<file path="src/rtl/wrr_sched_param_pkg.sv">
// Shared types and constants for the parametrised weighted-round-robin scheduler.
package wrr_sched_param_pkg;

    typedef enum logic [0:0] {
        IDLE  = 1'b0,
        SERVE = 1'b1
    } wrr_state_e;

    // Weight every VC comes out of reset with: plain round-robin.
    localparam int DEFAULT_WEIGHT = 1;

    function automatic int wrr_clog2(input int n);
        int r;
        r = 0;
        while ((1 << r) < n) begin
            r++;
        end
        return r;
    endfunction

endpackage

</file>
<file path="src/rtl/wrr_sched_param_rr_pick.sv">
// Rotating-priority finder: first set bit of eligible at or after start, wrapping modulo N_VC.
module wrr_sched_param_rr_pick #(
    parameter int N_VC = 4,
    parameter int VC_W = 2
) (
    input  logic [N_VC-1:0] eligible,
    input  logic [VC_W-1:0] start,
    output logic            found,
    output logic [VC_W-1:0] idx
);

    localparam int SW = VC_W + 1;

    logic [SW-1:0] cand_s;

    // Scan from the farthest offset down so the nearest eligible VC is written last.
    always_comb begin
        found  = 1'b0;
        idx    = '0;
        cand_s = '0;
        for (int k = N_VC - 1; k >= 0; k--) begin
            cand_s = {1'b0, start} + SW'(k);
            cand_s = (cand_s >= SW'(N_VC)) ? (cand_s - SW'(N_VC)) : cand_s;
            found  = found | eligible[cand_s[VC_W-1:0]];
            idx    = eligible[cand_s[VC_W-1:0]] ? cand_s[VC_W-1:0] : idx;
        end
    end

endmodule

</file>
<file path="src/rtl/wrr_sched_param.sv">
// Weighted-round-robin scheduler: N_VC request/grant channels, one DATA_W word forwarded per cycle.
module wrr_sched_param
    import wrr_sched_param_pkg::*;
#(
    parameter int N_VC    = 4,
    parameter int W_WIDTH = 3,
    parameter int DATA_W  = 4,
    parameter int VC_W    = 2
) (
    input  logic                     CLK_2MHz,
    input  logic                     reset,
    input  logic [N_VC-1:0]          req,
    input  logic [N_VC*DATA_W-1:0]   data_in,
    input  logic                     edit_weight,
    input  logic [VC_W-1:0]          vc_assign,
    input  logic [W_WIDTH-1:0]       weight_assign,
    output logic [N_VC-1:0]          grant,
    output logic [VC_W-1:0]          grant_vc,
    output logic [DATA_W-1:0]        Data_Word,
    output logic                     valid_out
);

    logic [W_WIDTH-1:0] weight_r [N_VC];
    logic [VC_W-1:0]    ptr_r;
    logic [W_WIDTH-1:0] credit_r;
    wrr_state_e         state_r;

    logic [N_VC-1:0]    zero_edit_s;
    logic [N_VC-1:0]    eligible_s;
    logic [VC_W-1:0]    start_s;
    logic               stay_s;
    logic               pick_found_s;
    logic [VC_W-1:0]    pick_idx_s;

    // A weight-0 write disqualifies its VC at the very edge it is sampled; other writes wait a cycle.
    always_comb begin
        zero_edit_s = '0;
        eligible_s  = '0;
        for (int i = 0; i < N_VC; i++) begin
            zero_edit_s[i] = edit_weight && (vc_assign == VC_W'(i))
                             && (weight_assign == {W_WIDTH{1'b0}});
            eligible_s[i]  = req[i] && (weight_r[i] != {W_WIDTH{1'b0}}) && !zero_edit_s[i];
        end
    end

    // Search start is ptr+1 with explicit wrap so non-power-of-two N_VC works.
    always_comb begin
        start_s = '0;
        if (ptr_r == VC_W'(N_VC - 1)) begin
            start_s = '0;
        end else begin
            start_s = ptr_r + VC_W'(1);
        end
        stay_s = (state_r == SERVE) && (credit_r != {W_WIDTH{1'b0}}) && eligible_s[ptr_r];
    end

    wrr_sched_param_rr_pick #(
        .N_VC (N_VC),
        .VC_W (VC_W)
    ) u_pick (
        .eligible (eligible_s),
        .start    (start_s),
        .found    (pick_found_s),
        .idx      (pick_idx_s)
    );

    // Weight register file; indices outside 0..N_VC-1 match no entry and are dropped.
    always_ff @(posedge CLK_2MHz or negedge reset) begin
        if (!reset) begin
            for (int i = 0; i < N_VC; i++) begin
                weight_r[i] <= W_WIDTH'(DEFAULT_WEIGHT);
            end
        end else begin
            for (int i = 0; i < N_VC; i++) begin
                if (edit_weight && (vc_assign == VC_W'(i))) begin
                    weight_r[i] <= weight_assign;
                end else begin
                    weight_r[i] <= weight_r[i];
                end
            end
        end
    end

    // Scheduler FSM and registered outputs; reloads read the pre-edit weight.
    always_ff @(posedge CLK_2MHz or negedge reset) begin
        if (!reset) begin
            state_r   <= IDLE;
            ptr_r     <= VC_W'(N_VC - 1);
            credit_r  <= '0;
            grant     <= '0;
            grant_vc  <= '0;
            Data_Word <= '0;
            valid_out <= 1'b0;
        end else begin
            case (state_r)
                IDLE, SERVE: begin
                    if (stay_s) begin
                        grant     <= {{(N_VC-1){1'b0}}, 1'b1} << ptr_r;
                        grant_vc  <= ptr_r;
                        Data_Word <= data_in[ptr_r*DATA_W +: DATA_W];
                        valid_out <= 1'b1;
                        credit_r  <= credit_r - W_WIDTH'(1);
                        state_r   <= SERVE;
                    end else if (pick_found_s) begin
                        grant     <= {{(N_VC-1){1'b0}}, 1'b1} << pick_idx_s;
                        grant_vc  <= pick_idx_s;
                        Data_Word <= data_in[pick_idx_s*DATA_W +: DATA_W];
                        valid_out <= 1'b1;
                        ptr_r     <= pick_idx_s;
                        credit_r  <= weight_r[pick_idx_s] - W_WIDTH'(1);
                        state_r   <= SERVE;
                    end else begin
                        grant     <= '0;
                        valid_out <= 1'b0;
                        credit_r  <= '0;
                        state_r   <= IDLE;
                    end
                end
                default: begin
                    grant     <= '0;
                    valid_out <= 1'b0;
                    credit_r  <= '0;
                    state_r   <= IDLE;
                end
            endcase
        end
    end

endmodule

</file>
<file path="config.mk">
export PLATFORM = sky130hd
export DESIGN_NAME = wrr_sched_param
export DESIGN_NICKNAME = d
export VERILOG_FILES = /design/src/rtl/wrr_sched_param_pkg.sv /design/src/rtl/wrr_sched_param_rr_pick.sv /design/src/rtl/wrr_sched_param.sv
export SDC_FILE = /design/constraint.sdc
export NUM_CORES = 1
export LEC_CHECK = 0
export BUFFER_PORTS_ARGS = -buffer_cell sky130_fd_sc_hd__buf_2
export CORE_MARGIN = 2
export CORE_UTILIZATION = 48
export CTS_CLUSTER_SIZE = 8
export DETAILED_ROUTE_END_ITERATION = 12
export HOLD_SLACK_MARGIN = 0.1
export PLACE_DENSITY = 0.77
export RECOVER_POWER = 100
export SYNTH_ARGS = -nofsm -noshare
export SYNTH_HDL_FRONTEND = slang
export SYNTH_SLANG_ARGS = --single-unit
</file>
<file path="constraint.sdc">
create_clock -name CLK_2MHz -period 5.25 [get_ports CLK_2MHz]
set_input_delay 1.05 -clock CLK_2MHz [delete_from_list [all_inputs] [get_ports CLK_2MHz]]
set_output_delay 1.05 -clock CLK_2MHz [all_outputs]
set_load 0.005 [all_outputs]
</file>
==> insert_results.sql <==
INSERT INTO impl_metrics (metric_group, metric, value, unit) VALUES
('worst_setup_path', 'endpoint_arrival_time_on_the_critical_path', '4150', 'ps'),
('timing', 'worst_max_slew_pin_slew', '1440', 'ps'),
('power', 'leak_pwr', '0.937', 'nW'),
('place', 'dpl.cell_count', '241', ''),
('grt', 'grt_antenna_before_repair', '0', ''),
('clock_network', 'cts_post_setup_buffers_inserted', '0', ''),
('grt', 'vias_in_the_first_global_route', '1267', ''),
('worst_setup_path', 'cp_common_cell', 'mux2_1', ''),
('place', 'place_congestion', '0.830', ''),
('timing', 'hold_violations', '0', ''),
('clock_network', 'cts_tree', 'done', ''),
('place', 'place_ws', '1450', 'ps'),
('synth', 'mappedNetlistArea', '1750', 'um^2'),
('timing', 'timing.final.max_slew_violations', '0', ''),
('worst_setup_path', 'crit_chain', 'buf_2 > nor3b_1 > a21oi_1 > a221oi_1 > o21ai_0 > mux2_1 > ha_1 > inv_1 > nor3_1 > mux2_1 > a221oi_2', ''),
('finish', 'drive_gt1_frac', '0.302', ''),
('clock_network', 'clock_path_buffers', '2', ''),
('route', 'first_pass_iters', '4', ''),
('power', 'internal', '0.000650', 'W'),
('place', 'post_dp_cell_area', '1940', 'um^2'),
('timing', 'layout_worst_path_cycle_share', '0.743', ''),
('route', 'number_of_antenna_violating_nets_in_the_routed_design', '0', ''),
('worst_setup_path', 'critPathLaunchType', 'input pin', ''),
('synth', 'dominantRegCellSynth', 'dfrtp_1', ''),
('synth', 'synthDistinctLibCells', '43', ''),
('timing', 'tns', '0', 'ps'),
('outcome', 'run_status', 'completed', ''),
('flow_run', 'max_cap_viol_count', '0', ''),
('grt', 'gr-total-overflow', '0', ''),
('timing', 'rsz0062_at_grt', 'no', ''),
('power', 'seq_power_share', '0.313', ''),
('route', 'vias', '1329', ''),
('route', 'finalWirelength', '3700', 'um'),
('worst_setup_path', 'setup.worst_path.class', 'input pin to flip-flop', ''),
('timing', 'timing.max_slew.rel_slack', '0.0408', ''),
('power', 'switching_share', '0.412', ''),
('route', 'drc', '0', ''),
('place', 'place.port_buffers', '38', ''),
('worst_setup_path', 'crit_path_max_fanout', '11', ''),
('die', 'die_width', '64.4', 'um'),
('grt', 'grt_pass1_wl', '6260', 'um'),
('die', 'dieArea', '4150', 'um^2'),
('grt', 'globalRouteTotalUtil', '0.193', ''),
('timing', 'fin_ws', '1350', 'ps'),
('worst_setup_path', 'worstSetupEndpointType', 'flip-flop', ''),
('finish', 'final_cell_area', '1950', 'um^2'),
('route', 'routed_wire_length_per_instance', '15.1', 'um'),
('clock_network', 'numCtsBuffers', '3', ''),
('synth', 'synthesis.instances', '163', ''),
('die', 'chipHeight', '64.4', 'um'),
('finish', 'areaGrowthSynthToFinish', '11.4', '%'),
('clock_network', 'clk-insertion-delay-late', '330', 'ps'),
('synth', 'syn-num-nets', '198', ''),
('power', 'power.density', '567', 'nW/um^2'),
('synth', 'synth_seq_cells', '28', ''),
('synth', 'yosys_warnings', '0', ''),
('synth', 'synth_area_leader_cell', 'dfrtp_1', ''),
('die', 'fp-row-count', '21', ''),
('timing', 'max_freq', '0.256', 'GHz'),
('finish', 'insertedDiodeCount', '0', ''),
('route', 'route.detailed.vias_per_inst', '5.42', ''),
('worst_setup_path', 'critical_path.slowest_cell', 'o21ai_0', ''),
('timing', 'final.setup_skew', '6.15', 'ps'),
('route', 'drt-initial-drc-count', '47', ''),
('clock_network', 'path_clk_slew', '150', 'ps'),
('synth', 'synthesis.area_per_instance', '10.7', 'um^2'),
('worst_setup_path', 'required', '5500', 'ps'),
('power', 'switching_power_total', '0.000456', 'W'),
('power', 'ir_drop', '0.000234', 'V'),
('worst_hold_path', 'worst_min_delay_path_class', 'flip-flop to flip-flop', ''),
('grt', 'grt_start_max_net_pins', '29', '');
## through the flow
stage               hold slack, ps  utilization
finish                         496        0.571
global route                   511        0.571
CTS                            499        0.582
detailed placement             468        0.567
global placement               454        0.567
floorplan                      447            -
## critical path, delay by kind of cell
kind                       cells  cell delay [ps]
AOI/OAI and AO/OA              4             1680
buffers and inverters          2              210
muxes                          2              750
and+or+nand+nor                2              240
adders and majority gates      1              220
## placed cells by master (no fill, tap or decap), types with 4 or more instances in the layout
cell	n
nand2_1	17
ha_1	7
a221oi_1	6
o31ai_1	4
a21oi_1	4
nor2_1	16
o21ai_0	4
mux2_2	9
dfstp_2	6
dfrtp_1	22
buf_2	31
clkbuf_1	7
mux2i_1	13
inv_1	10
## flip-flops by register name, summed over array words and instances, names as in the netlist
name	cells
weight_r	12
Data_Word	4
grant	4
credit_r	3
grant_vc	2
ptr_r	2
state_r	1
## path summary, 6_finish.rpt
check / end / depth (start not counted) / slack, ps / startpoint
setup / recovery: credit_r[2] / 11 / 1350 / edit_weight
max in group asynchronous: Data_Word[3] / 1 / 3400 / reset
setup reg to reg: credit_r[2] / 10 / 1780 / weight_r[9]
min in group asynchronous: grant[2] / 1 / 1030 / reset
hold reg to reg: weight_r[3] / 2 / 500 / weight_r[3]
hold / removal: weight_r[3] / 2 / 500 / weight_r[3]
## cells in the mapped netlist (2+ instances only)
library cell and instances:
dfstp_2 6, mux2_4 2, nor3_1 2, o21ai_1 3
nor2_1 16, nand2_1 17, o21ai_0 2, inv_1 10
mux2i_1 13, a221oi_1 6, nand3_1 3, ha_1 7
a22o_1 3, a21oi_1 3, o22ai_1 3, buf_6 3
a211oi_2 2, mux2_2 10, and3b_1 2, o31ai_1 4
dfrtp_1 22, a21o_1 3
## power groups by stage
stage	logic, W	clock network, W	registers [W]
floorplan	0.000531	0	0.000347
global placement	0.000622	0	0.000349
detailed placement	0.000637	0	0.000351
CTS	0.000643	0.000146	0.000346
global route	0.000702	0.000153	0.000354
finish	0.000619	0.000141	0.000347
## final cells by class
cell class / count / area [um^2]
inverters: 10 / 37.5
fillers: 303 / 1460
flip-flops and latches: 28 / 708
clock inverters: 1 / 30.0
well taps: 46 / 57.6
clock buffers: 3 / 22.5
repair buffers: 38 / 181
multi-input cells: 119 / 915
## cells by family after synthesis
family | after synthesis | synth area share
DFF | 28 | 0.404
adders and majority gates | 7 | 0.0500
muxes | 26 | 0.164
buffers and inverters | 16 | 0.0571
AOI/OAI and AO/OA | 38 | 0.189
and+or+nand+nor | 48 | 0.136
## per-layer routing
metal / global-route usage / share of wire / wire length, um
met2: 0.318 / 0.49 / 1810
met4: 0.0559 / 0.014 / 51
met5: 0 / 0 / 0
met3: 0.0399 / 0.033 / 123
met1: 0.259 / 0.46 / 1720
Power figures use the tool's default switching activity.
